File: src/rtl/scan_loader.sv
// rtl/scan_loader.sv - serial scan frame loader/unloader wrapped around an 8-bit combinational project
// Optional feature macro: SCAN_LOADER_PARITY_EN (9-bit frames with a trailing even-parity bit)
module scan_loader #(
  parameter int MSB_FIRST = 1
) (
  input  logic       clk,
  input  logic       rst,
  input  logic       scan_in,
  input  logic       scan_en,
  output logic [7:0] proj_in,
  input  logic [7:0] proj_out,
  output logic       scan_out,
  output logic       scan_out_valid,
  output logic       busy,
  output logic       frame_done,
  output logic       parity_err
);

`ifdef SCAN_LOADER_PARITY_EN
  localparam logic [3:0] LAST_IDX = 4'd8;
`else
  localparam logic [3:0] LAST_IDX = 4'd7;
`endif

  typedef enum logic [2:0] {
    IDLE    = 3'd0,
    LOAD    = 3'd1,
    LATCH   = 3'd2,
    CAPTURE = 3'd3,
    UNLOAD  = 3'd4
  } state_t;

  state_t     state, state_nx;
  logic [3:0] cnt;
  logic [7:0] isr;
  logic [7:0] osr;
  logic       sample;
  logic       last_bit;
  logic       unload_last;
  logic       frame_ok;

  assign sample      = scan_en && (state == IDLE || state == LOAD);
  assign last_bit    = sample && (cnt == LAST_IDX);
  assign unload_last = (state == UNLOAD) && (cnt == 4'd7);

`ifdef SCAN_LOADER_PARITY_EN
  // Running XOR of the bits sampled so far; the parity bit must bring it back to 0.
  logic par_acc;

  assign frame_ok = ~(par_acc ^ scan_in);

  always_ff @(posedge clk or posedge rst) begin
    if (rst) begin
      par_acc    <= 1'b0;
      parity_err <= 1'b0;
    end else begin
      parity_err <= last_bit && !frame_ok;
      if (last_bit)
        par_acc <= 1'b0;
      else if (sample)
        par_acc <= par_acc ^ scan_in;
    end
  end
`else
  assign frame_ok   = 1'b1;
  assign parity_err = 1'b0;
`endif

  always_ff @(posedge clk or posedge rst) begin
    if (rst)
      state <= IDLE;
    else
      state <= state_nx;
  end

  always_comb begin
    state_nx = state;
    case (state)
      IDLE:    if (sample) state_nx = LOAD;
      LOAD:    if (last_bit) state_nx = frame_ok ? LATCH : IDLE;
      LATCH:   state_nx = CAPTURE;
      CAPTURE: state_nx = UNLOAD;
      UNLOAD:  if (unload_last) state_nx = IDLE;
      default: state_nx = IDLE;
    endcase
  end

  // The bit counter is shared: it counts frame bits while loading and unload cycles after.
  always_ff @(posedge clk or posedge rst) begin
    if (rst) begin
      cnt     <= 4'd0;
      isr     <= 8'h00;
      osr     <= 8'h00;
      proj_in <= 8'h00;
    end else begin
      if (sample) begin
        cnt <= last_bit ? 4'd0 : cnt + 4'd1;
        if (cnt < 4'd8)
          isr <= (MSB_FIRST != 0) ? {isr[6:0], scan_in} : {scan_in, isr[7:1]};
      end
      if (state == LATCH)
        proj_in <= isr;
      if (state == CAPTURE)
        osr <= proj_out;
      if (state == UNLOAD) begin
        osr <= (MSB_FIRST != 0) ? {osr[6:0], 1'b0} : {1'b0, osr[7:1]};
        cnt <= unload_last ? 4'd0 : cnt + 4'd1;
      end
    end
  end

  assign busy           = (state == LATCH) || (state == CAPTURE) || (state == UNLOAD);
  assign scan_out_valid = (state == UNLOAD);
  assign frame_done     = unload_last;
  assign scan_out       = scan_out_valid & ((MSB_FIRST != 0) ? osr[7] : osr[0]);

endmodule
File: config.mk
export PLATFORM = sky130hd
export DESIGN_NAME = scan_loader
export DESIGN_NICKNAME = d
export VERILOG_FILES = /design/src/rtl/scan_loader.sv
export SDC_FILE = /design/constraint.sdc
export NUM_CORES = 1
export LEC_CHECK = 0
export ABC_AREA = 1
export CAP_MARGIN = 20
export CORE_MARGIN = 3
export CORE_UTILIZATION = 35
export DETAILED_ROUTE_END_ITERATION = 12
export GPL_TIMING_DRIVEN = 0
export PLACE_DENSITY_LB_ADDON = 0.25
export RECOVER_POWER = 100
export SETUP_SLACK_MARGIN = 0.3
export SLEW_MARGIN = 20
export SYNTH_ARGS = -nofsm -noshare
export SYNTH_HDL_FRONTEND = slang
export SYNTH_SLANG_ARGS = --single-unit
File: constraint.sdc
create_clock -name clk -period 3.3 [get_ports clk]
set_clock_uncertainty 0.1 [all_clocks]
set_input_delay 0.495 -clock clk [delete_from_list [all_inputs] [get_ports clk]]
set_output_delay 0.495 -clock clk [all_outputs]
set_load 0.02 [all_outputs]
# After elaboration in Yosys (flattened, before gate mapping)
# Cells that the tools add are included.
[op_classes] addsub=1 magnitude_cmp=1 eq_ne=8 n_mux=10 bitwise_logic=1 n_reduce_logical=11
[ops] operator="$mux W4" count=4
[ops] operator="$mux W8" count=2
[ops] operator="$pmux W3 S5" count=1
[ops] operator="$mux W3" count=3
[ops] operator="$eq A3 B2 Y1 const B" count=2
[ops] operator="$add A4 B1 Y4 const B" count=1
[ops] operator="$eq A4 B3 Y1 const B" count=1
[ops] operator="$lt A4 B4 Y1 const B" count=1
[ops] operator="$ne A2 B2 Y1 const B" count=2
[ops] operator="$reduce_bool A2 Y1" count=2
[ops] operator="$eq A3 B1 Y1 const B" count=1
[ops] operator="$eq A3 B3 Y1 const B" count=1
[ops] operator="$logic_and A1 B1 Y1" count=3
[ops] operator="$logic_not A3 Y1" count=1
[ops] operator="$logic_or A1 B1 Y1" count=3
[ops] operator="$reduce_and A3 Y1" count=1
[ops] operator="$ne A2 B1 Y1 const B" count=1
[ops] operator="$reduce_and A2 Y1" count=1
[ops] operator="$and A1 B1 Y1" count=1
[word_totals] regBits=31 in_bits=12 output_inout_bits=13 wordCells=37

# Logic depth before layout (Yosys ltp)
# Gate-level depths: netlist of the first run.
[logic_depth] ltp_word=7 ltp_mapped=6 depth_no_buf=6

# Worst setup path before layout of the first run
# OpenSTA, ideal clock, no wires.
[synth_timing] path_type="register to output" start="register state[1]" end="output port scan_out" t_arrival_ps=1067 required_time_ps=2705 setup_slack_ps=1638 stages_incl_launch_ff=5 path_buffers=1 path_cell_list="dfrtp_1 > inv_2 > nand3_4 > buf_6 > nor2_1"
[synth_via] elab_chain_len=2
[synth_lines] element="start: declaration" line="33" text="state_t state, state_nx;"
[synth_lines] element="start signal: assignment" line="73" text="state <= state_nx;"
[synth_lines] element="$eq A3 B3 Y1" line="113" text="assign scan_out_valid = (state == UNLOAD);"
[synth_lines] element="$and A1 B1 Y1" line="115" text="assign scan_out = scan_out_valid & ((MSB_FIRST != 0) ? osr[7] : osr[0]);"
[synth_lines] element="end: declaration" line="12" text="output logic scan_out,"
# Every way passes these cells.

# Worst setup path after layout of the first run
[layout_timing] start="register state[1]" end="output port busy"
[layout_via] elab_chain_len=3 word_cells_on_any_way=5 classes_between="eq/ne (3); reduce/logical (2)"
[layout_lines] element="$eq A3 B2 Y1" line="112" text="assign busy = (state == LATCH) || (state == CAPTURE) || (state == UNLOAD);"
[layout_lines] element="$logic_or A1 B1 Y1" line="112"
[layout_lines] element="$logic_or A1 B1 Y1 *" line="112"
[layout_lines] element="end: declaration" line="14" text="output logic busy,"
# Mark *: on every way between the ends. The rest lies on a longest branch, timed or not.

==> impl_results.md, run 1 <==
- Status: finished clean
- Maximum capacitance violations: 0
- DR vias: 1118
- Average cell area after synthesis: about 9 um^2
- Total track usage: 13.3%
- Synth Warn #: 0
- Post-CTS sizing: 0
- First-pass GRT wire length: just over 5 mm
- Synth Flop Type: dfrtp_1
- Number of global-route vias before repair: ~1.1k
- Switching power share of the total: 40.3%
- Nets@finish: between 200 and 250
- Count of standard-cell rows: 22
- Post-CTS setup repair buffer count: 0
- Mapped Nets: around 170
- Setup slack, reg-to-reg: 1.54 ns
- Crit. End Element: primary output
- Vias per cell: roughly 4.7
- Grt total ovfl: 0
- Slew @ Worst Pin: about 1.1 ns
- Logic pwr share: between 40% and 50%
- Worst endpoint required time: approximately 2.7 ns
- Peak VDD IR: ~430 uV
- Hold_buf cts: 0
- Switching pwr: between 0.6 and 0.7 mW
- Routed wire length per instance: roughly 12 um
- Cells after Synth: 160
- I/O pins: 25
- Sequential power share: between 40% and 50%
- Slowest-stage cell, CP: clkdlybuf4s50_1
- Max incr delay on CP: ~0.60 ns
- Worst setup SP type: register
- Share of power burned in the clock network: between 10% and 20%
- CTS tree: built
- Antenna violations before repair: 0
- Router iterations before antenna repair: 4
- Ant diodes: 0
- PortBufs: 23
- Setup TNS: 0 ns
- Area grow syn2layout: 22.2%
- Count leader, synth: nand2_1
- Clock buffer depth: 2
- Die Y-Extent: around 69 um
- Gpl congestion: 0.731
- Hpwl dp: around 2.0 mm
- DRT antenna net count: 0
- TritonCTS buffer count: 5
- Slew Viols, Final: 0
- Crit Path Max Fanout: 9
- Seq cells post-synth: 31
- H-tree depth: 2
- Starting Density: between 30% and 40%
- Synth top cells by count: nand2_1 (34), dfrtp_1 (31), o21ai_0 (24)
- Clk root buf: clkbuf_8
- Cells after DPL: 231
- Register area share after synthesis: 55.2%
- Largest cells by area after synthesis: dfrtp_1 (55%), nand2_1 (9.1%), o21ai_0 (8.5%)
- Power density over the cells: 916 mW/mm^2
- CP arrival: about 2.2 ns
- Top cell type's share of synthesized area: between 50 and 60%
- Post-synth EDFFs: 0
- Final WS setup: about 0.54 ns
- Hold Path Class: register to register
- F_max: 363 MHz
- Setup Slack @ Placement: roughly 1.1 ns
- Final hold viol count: 0
- Worst skew pair latency: between 0.2 and 0.3 ns
- Cell Chain, Critical Path: inv_1 -> nand3_1 -> nand2_1 -> inv_4 -> nand2_1 -> clkdlybuf4s50_1
- CTS clk-pin slew, worst paths: ~0.060 ns
- Setup violators final: 0
- Power, Total: 1.58 mW
- Area leader, netlist: dfrtp_1
- Fin crit share: 83.5%
- Setup Crit Path Kind: register to primary output
- Leak Pwr: 0.850 nW
- RSZ-0062 raised after global routing: no
- Share of flip-flops with an asynchronous set or reset: 100%
- Layout cells sized above 1: around 5.8%
- DIE WIDTH: slightly below 70 um
- Unique masters post-synth: 22
- Most used cell, CP: nand2_1
- Slew headroom: 23.8%
- DRC errors left: 0
- Core area: 0.00377 mm^2
- Synth Cell Area: 0.00141 mm^2
- Minimum clock period: 2.76 ns
- Largest net degree at the start of global routing: 32
- DIE AREA: slightly below 0.005 mm^2
- Total internal power: roughly 0.94 mW
- Drt total wl: 2.77 mm
- CTS Sinks: 31
- Non-filler cells, final: between 200 and 250
- Drt initial violations: 68
==> flip-flops by register name (all words and copies together) (netlist names) <==
register  flops
cnt           4
isr           8
osr           8
proj_in       8
state         3
==> placed cells by master, fill, tap and decap left out, types with 3 or more instances in the layout <==
master           synthesis  final
clkbuf_8                 0      5
clkinv_2                 0      3
o21ai_1                  8      4
dlygate4sd3_1            0     12
clkdlybuf4s50_1          0     11
nand3_1                  8      9
nand2_1                 34     38
inv_1                   18     20
dfrtp_1                 31     31
nor2_1                  16     17
clkbuf_1                 0      3
o21ai_0                 24     29
==> power groups by stage <==
stage / combinational [mW] / clock (mW) / sequential (mW)
floorplan: 0.452 / 0 / 0.698
global route: 0.741 / 0.310 / 0.680
CTS: 0.726 / 0.289 / 0.665
detailed placement: 0.721 / 0 / 0.670
global placement: 0.696 / 0 / 0.663
finish: 0.638 / 0.281 / 0.656
==> area by class of cell <==
class                      instances  area [um^2]
fill                             365         2050
multi-input combinational        104          469
inverter                          21         81.3
timing repair buffer              23          230
clock inverter                     3         15.0
tap                               48         60.1
buffer                             4         18.8
sequential                        31          776
clock buffer                       5         68.8
==> worst paths after layout <==
check | start | end | cells past startpoint
min reg2reg | osr[0] | osr[0] | 2
max reg2reg | state[1] | isr[6] | 5
min in group asynchronous | rst | cnt[0] | 2
max in group asynchronous | rst | osr[0] | 2
min | osr[0] | osr[0] | 2
max | state[1] | busy | 6
==> metal layers <==
layer	wire, um	global-route usage [%]	up-vias	share of wire [%]
met4	41	4.56	0	1.5
met2	1350	21.4	19	49
met3	115	5.36	5	4.2
met1	1250	16.1	525	45
li1	-	-	569	-
met5	0	0	-	0
==> stage by stage <==
stage | hold slack (ns) | cell area [um^2] | utilization [%]
floorplan | 0.344 | 1410 | -
global placement | 0.360 | 1700 | 45.0
detailed placement | 0.364 | 1700 | 45.0
CTS | 0.381 | 1780 | 47.2
global route | 0.409 | 1720 | 45.6
finish | 0.378 | 1720 | 45.6
==> worst max-delay path, delay by kind of cell (launching register included) <==
kind | cells | cell delay, ns
simple gates | 3 | 0.62
flops | 1 | 0.42
buf+inv | 3 | 0.83
==> logic make-up (layout without fill, tap and decap cells) <==
family          count (synthesis)  in the layout  share of synthesized area, %
simple gates                   65             65                          20.8
compound gates                 36             36                          13.5
flops                          31             31                          55.2
buf+inv                        25             56                          8.72
fa+ha+maj                       1              1                         0.890
other cells                     1              1                         0.267
xor+xnor                        1              1                         0.623
Power figures use the tool's default switching activity.
==> inputs of run 2 (changes only) <==
Clock period 3.3 ns to 2.5 ns, I/O delays scaled along.
==> run 2 against run 1 <==
  * Utilization rose by 0.10 points
  * Combinational power rose by 31%
  * Wire length barely moved
  * Count of clock-buffer cells in the layout did not move
  * Register-to-register slack got worse by 0.83 ns
  * Critical path depth fell by 1
  * Worst hold slack barely moved
  * Global-route usage did not move
  * Flip-flop and latch count did not move
  * First-iteration DRC count fell by 22%
  * Total power rose by 32%
  * Largest power group unchanged
==> impl_results.md, run 2 (same netlist as run 1, synthesis figures left out) <==
- Status: finished clean
- DR top layer: met4
- Post-CTS setup repair buffer count: 0 (unchanged)
- Max incr delay on CP: 0.43 ns (-0.17 ns)
- TritonCTS buffer count: 5 (unchanged)
- Vias per cell: 4.75 (+1.6%)
- Ant diodes: 0 (unchanged)
- Worst setup SP type: register
- PortBufs: 23 (unchanged)
- WP buf/inv: 2 (-1)
- F_max: approximately 460 MHz
- Slew @ Worst Pin: 1.14 ns (+0.000260 ns)
- Met3 Wirelength: 161 um (+40%)
- Maximum capacitance violations: 0 (unchanged)
- WL met2: 1.36 mm (+0.67%)
- Biggest regs: isr (8), osr (8), proj_in (8)
- DP Area: 0.00170 mm^2 (unchanged)
- Worst reg2reg startpoint: state[2]
- CTS Sinks: 31 (unchanged)
- Final instance area: 0.00172 mm^2 (+0.22%)
- CP top delay family: buffers and inverters
- DIE WIDTH: 69.4 um (unchanged)
- Worst Setup SP: state[2]
- Router iterations before antenna repair: 4 (unchanged)
- CTS tree: built
- Die Y-Extent: 69.4 um (unchanged)
- Setup violators final: 0 (unchanged)
- Hpwl dp: 2.01 mm (unchanged)
- Crit Path Max Fanout: 10 (+1)
- RSZ-0062 raised after global routing: no
- DR vias: 1136 (+1.6%)
- Commonest non-fill, non-tap cells in the layout: nand2_1 (38), o21ai_0 (31), dfrtp_1 (31)
- Hold Path Class: register to register
- Total track usage: 13.3% (unchanged)
- Hold_buf cts: 0 (unchanged)
- Routed wire length per instance: 11.6 um (about the same)
- Peak VDD IR: 561 uV (+31%)
- Slew headroom: 23.8% (about the same)
- Crit. End Element: primary output
- Fin crit share: between 80 and 90%
- Clk root buf: clkbuf_8
- Area grow syn2layout: 22.5%
- Layout cells sized above 1: 7.33% (+1.6 points)
- Worst endpoint required time: 2.03 ns (-0.67 ns)
- I/O pins: 25 (unchanged)
- Final hold viol count: 0 (unchanged)
- Util after Layout: 45.7% (+0.10 points)
- Cell Chain, Critical Path: nor2_1 -> nand2_1 -> clkbuf_1 -> nand2_1 -> clkbuf_2
- Worst r2r path cells: 5 (unchanged)
- R2r endpoint: isr[3]
- Worst Setup EP: busy
- Starting Density: 37.3% (unchanged)
- H-tree depth: 2 (unchanged)
- Power density over the cells: 1200 mW/mm^2 (+31%)
- Nets@finish: 203 (unchanged)
- Core area: 0.00377 mm^2 (unchanged)
- Worst skew pair latency: 0.28 ns (about the same)
- Drt initial violations: 53 (-22%)
- Number of global-route vias before repair: 1141 (unchanged)
- Largest net degree at the start of global routing: 32 (unchanged)
- Setup TNS: 0 ns (unchanged)
- Power, Total: 2.07 mW (+32%)
- First-pass GRT wire length: 5.14 mm (unchanged)
- Setup Crit Path Kind: register to primary output
- Slew Viols, Final: 0 (unchanged)
- Minimum clock period: 2.16 ns
- DRC errors left: 0 (unchanged)
- CP Depth: 5 (-1)
- Routed length on met1: 1.22 mm (-3.0%)
- DRT antenna net count: 0 (unchanged)
- Antenna violations before repair: 0 (unchanged)
- Most used cell, CP: nand2_1
- Leak Pwr: 0.859 nW (+1.0%)
- Count of standard-cell rows: 22 (unchanged)
- DIE AREA: 0.00481 mm^2 (unchanged)
- Clock buffer depth: 2 (unchanged)
- Gpl congestion: 0.731 (unchanged)
- Grt total ovfl: 0 (unchanged)
- Drt total wl: 2.77 mm (about the same)
- Commonest non-fill, non-tap cell in the layout: nand2_1
- CP arrival: 1.68 ns (-0.48 ns)
- Setup slack, reg-to-reg: 0.71 ns (-0.83 ns)
- Slowest-stage cell, CP: dfrtp_1
- CTS clk-pin slew, worst paths: 0.07 ns (about the same)
[run 2: changes by cell type in the layout (fill, tap and decap cells not counted), sizes merged]
cell,change
clkdlybuf4s50,-2
dlygate4sd3,-2
clkbuf,+1
dlygate4sd2,+3
[run 2: power breakdown]
| group | total [mW] | internal [mW] | leakage [nW] | switching [mW] |
|---|---|---|---|---|
| Combinational | 0.833 | 0.308 | 0.419 | 0.526 |
| Sequential | 0.872 | 0.733 | 0.393 | 0.139 |
| Clock | 0.370 | 0.190 | 0.0477 | 0.180 |
[run 2: cell type report]
| cell class | count | area, um^2 |
|---|---|---|
| clock inverters | 3 | 15.0 |
| multi-input cells | 104 | 482 |
| plain buffers | 4 | 18.8 |
| well taps | 48 | 60.1 |
| fillers | 367 | 2050 |
| inverters | 21 | 81.3 |
| clock buffers | 5 | 68.8 |
| repair buffers | 23 | 221 |
| flip-flops and latches | 31 | 776 |
[run 2: layer usage]
metal	track usage, %	up-vias
met5	0	-
met1	16.1	536
li1	-	571
met2	21.4	25
met4	4.56	0
met3	5.36	4
[run 2: stage by stage]
stage	hold slack (ns)	setup slack (ns)	instances
6_report	0.378	0.343	239
5_1_grt	0.409	0.169	239
4_1_cts	0.381	0.364	239
3_5_place_dp	0.364	0.400	231
3_3_place_gp	0.360	0.417	231
2_1_floorplan	0.344	0.958	160
[run 2: what timing repair did]
action,in CTS,in global routing
setup endpoints to repair,4,1
resized for setup,4,3
pin swaps,0,0
[run 2: worst register-to-register path, cell delays in order (launching register included)]
cell,delay [ns]
dfrtp_1,0.43
nor2_1,0.12
nand2_1,0.12
nor2_1,0.36
clkbuf_1,0.38
o21ai_0,0.15
[run 2: worst min path at each step]
stage | cells after the start | startpoint | slack, ns | endpoint
2_1_floorplan | 2 | osr[0] | 0.34 | osr[0]
3_3_place_gp | 2 | osr[0] | 0.36 | osr[0]
3_5_place_dp | 2 | osr[0] | 0.36 | osr[0]
4_1_cts | 2 | osr[0] | 0.38 | osr[0]
5_1_grt | 2 | proj_in[3] | 0.41 | proj_in[3]
6_report | 2 | osr[0] | 0.38 | osr[0]
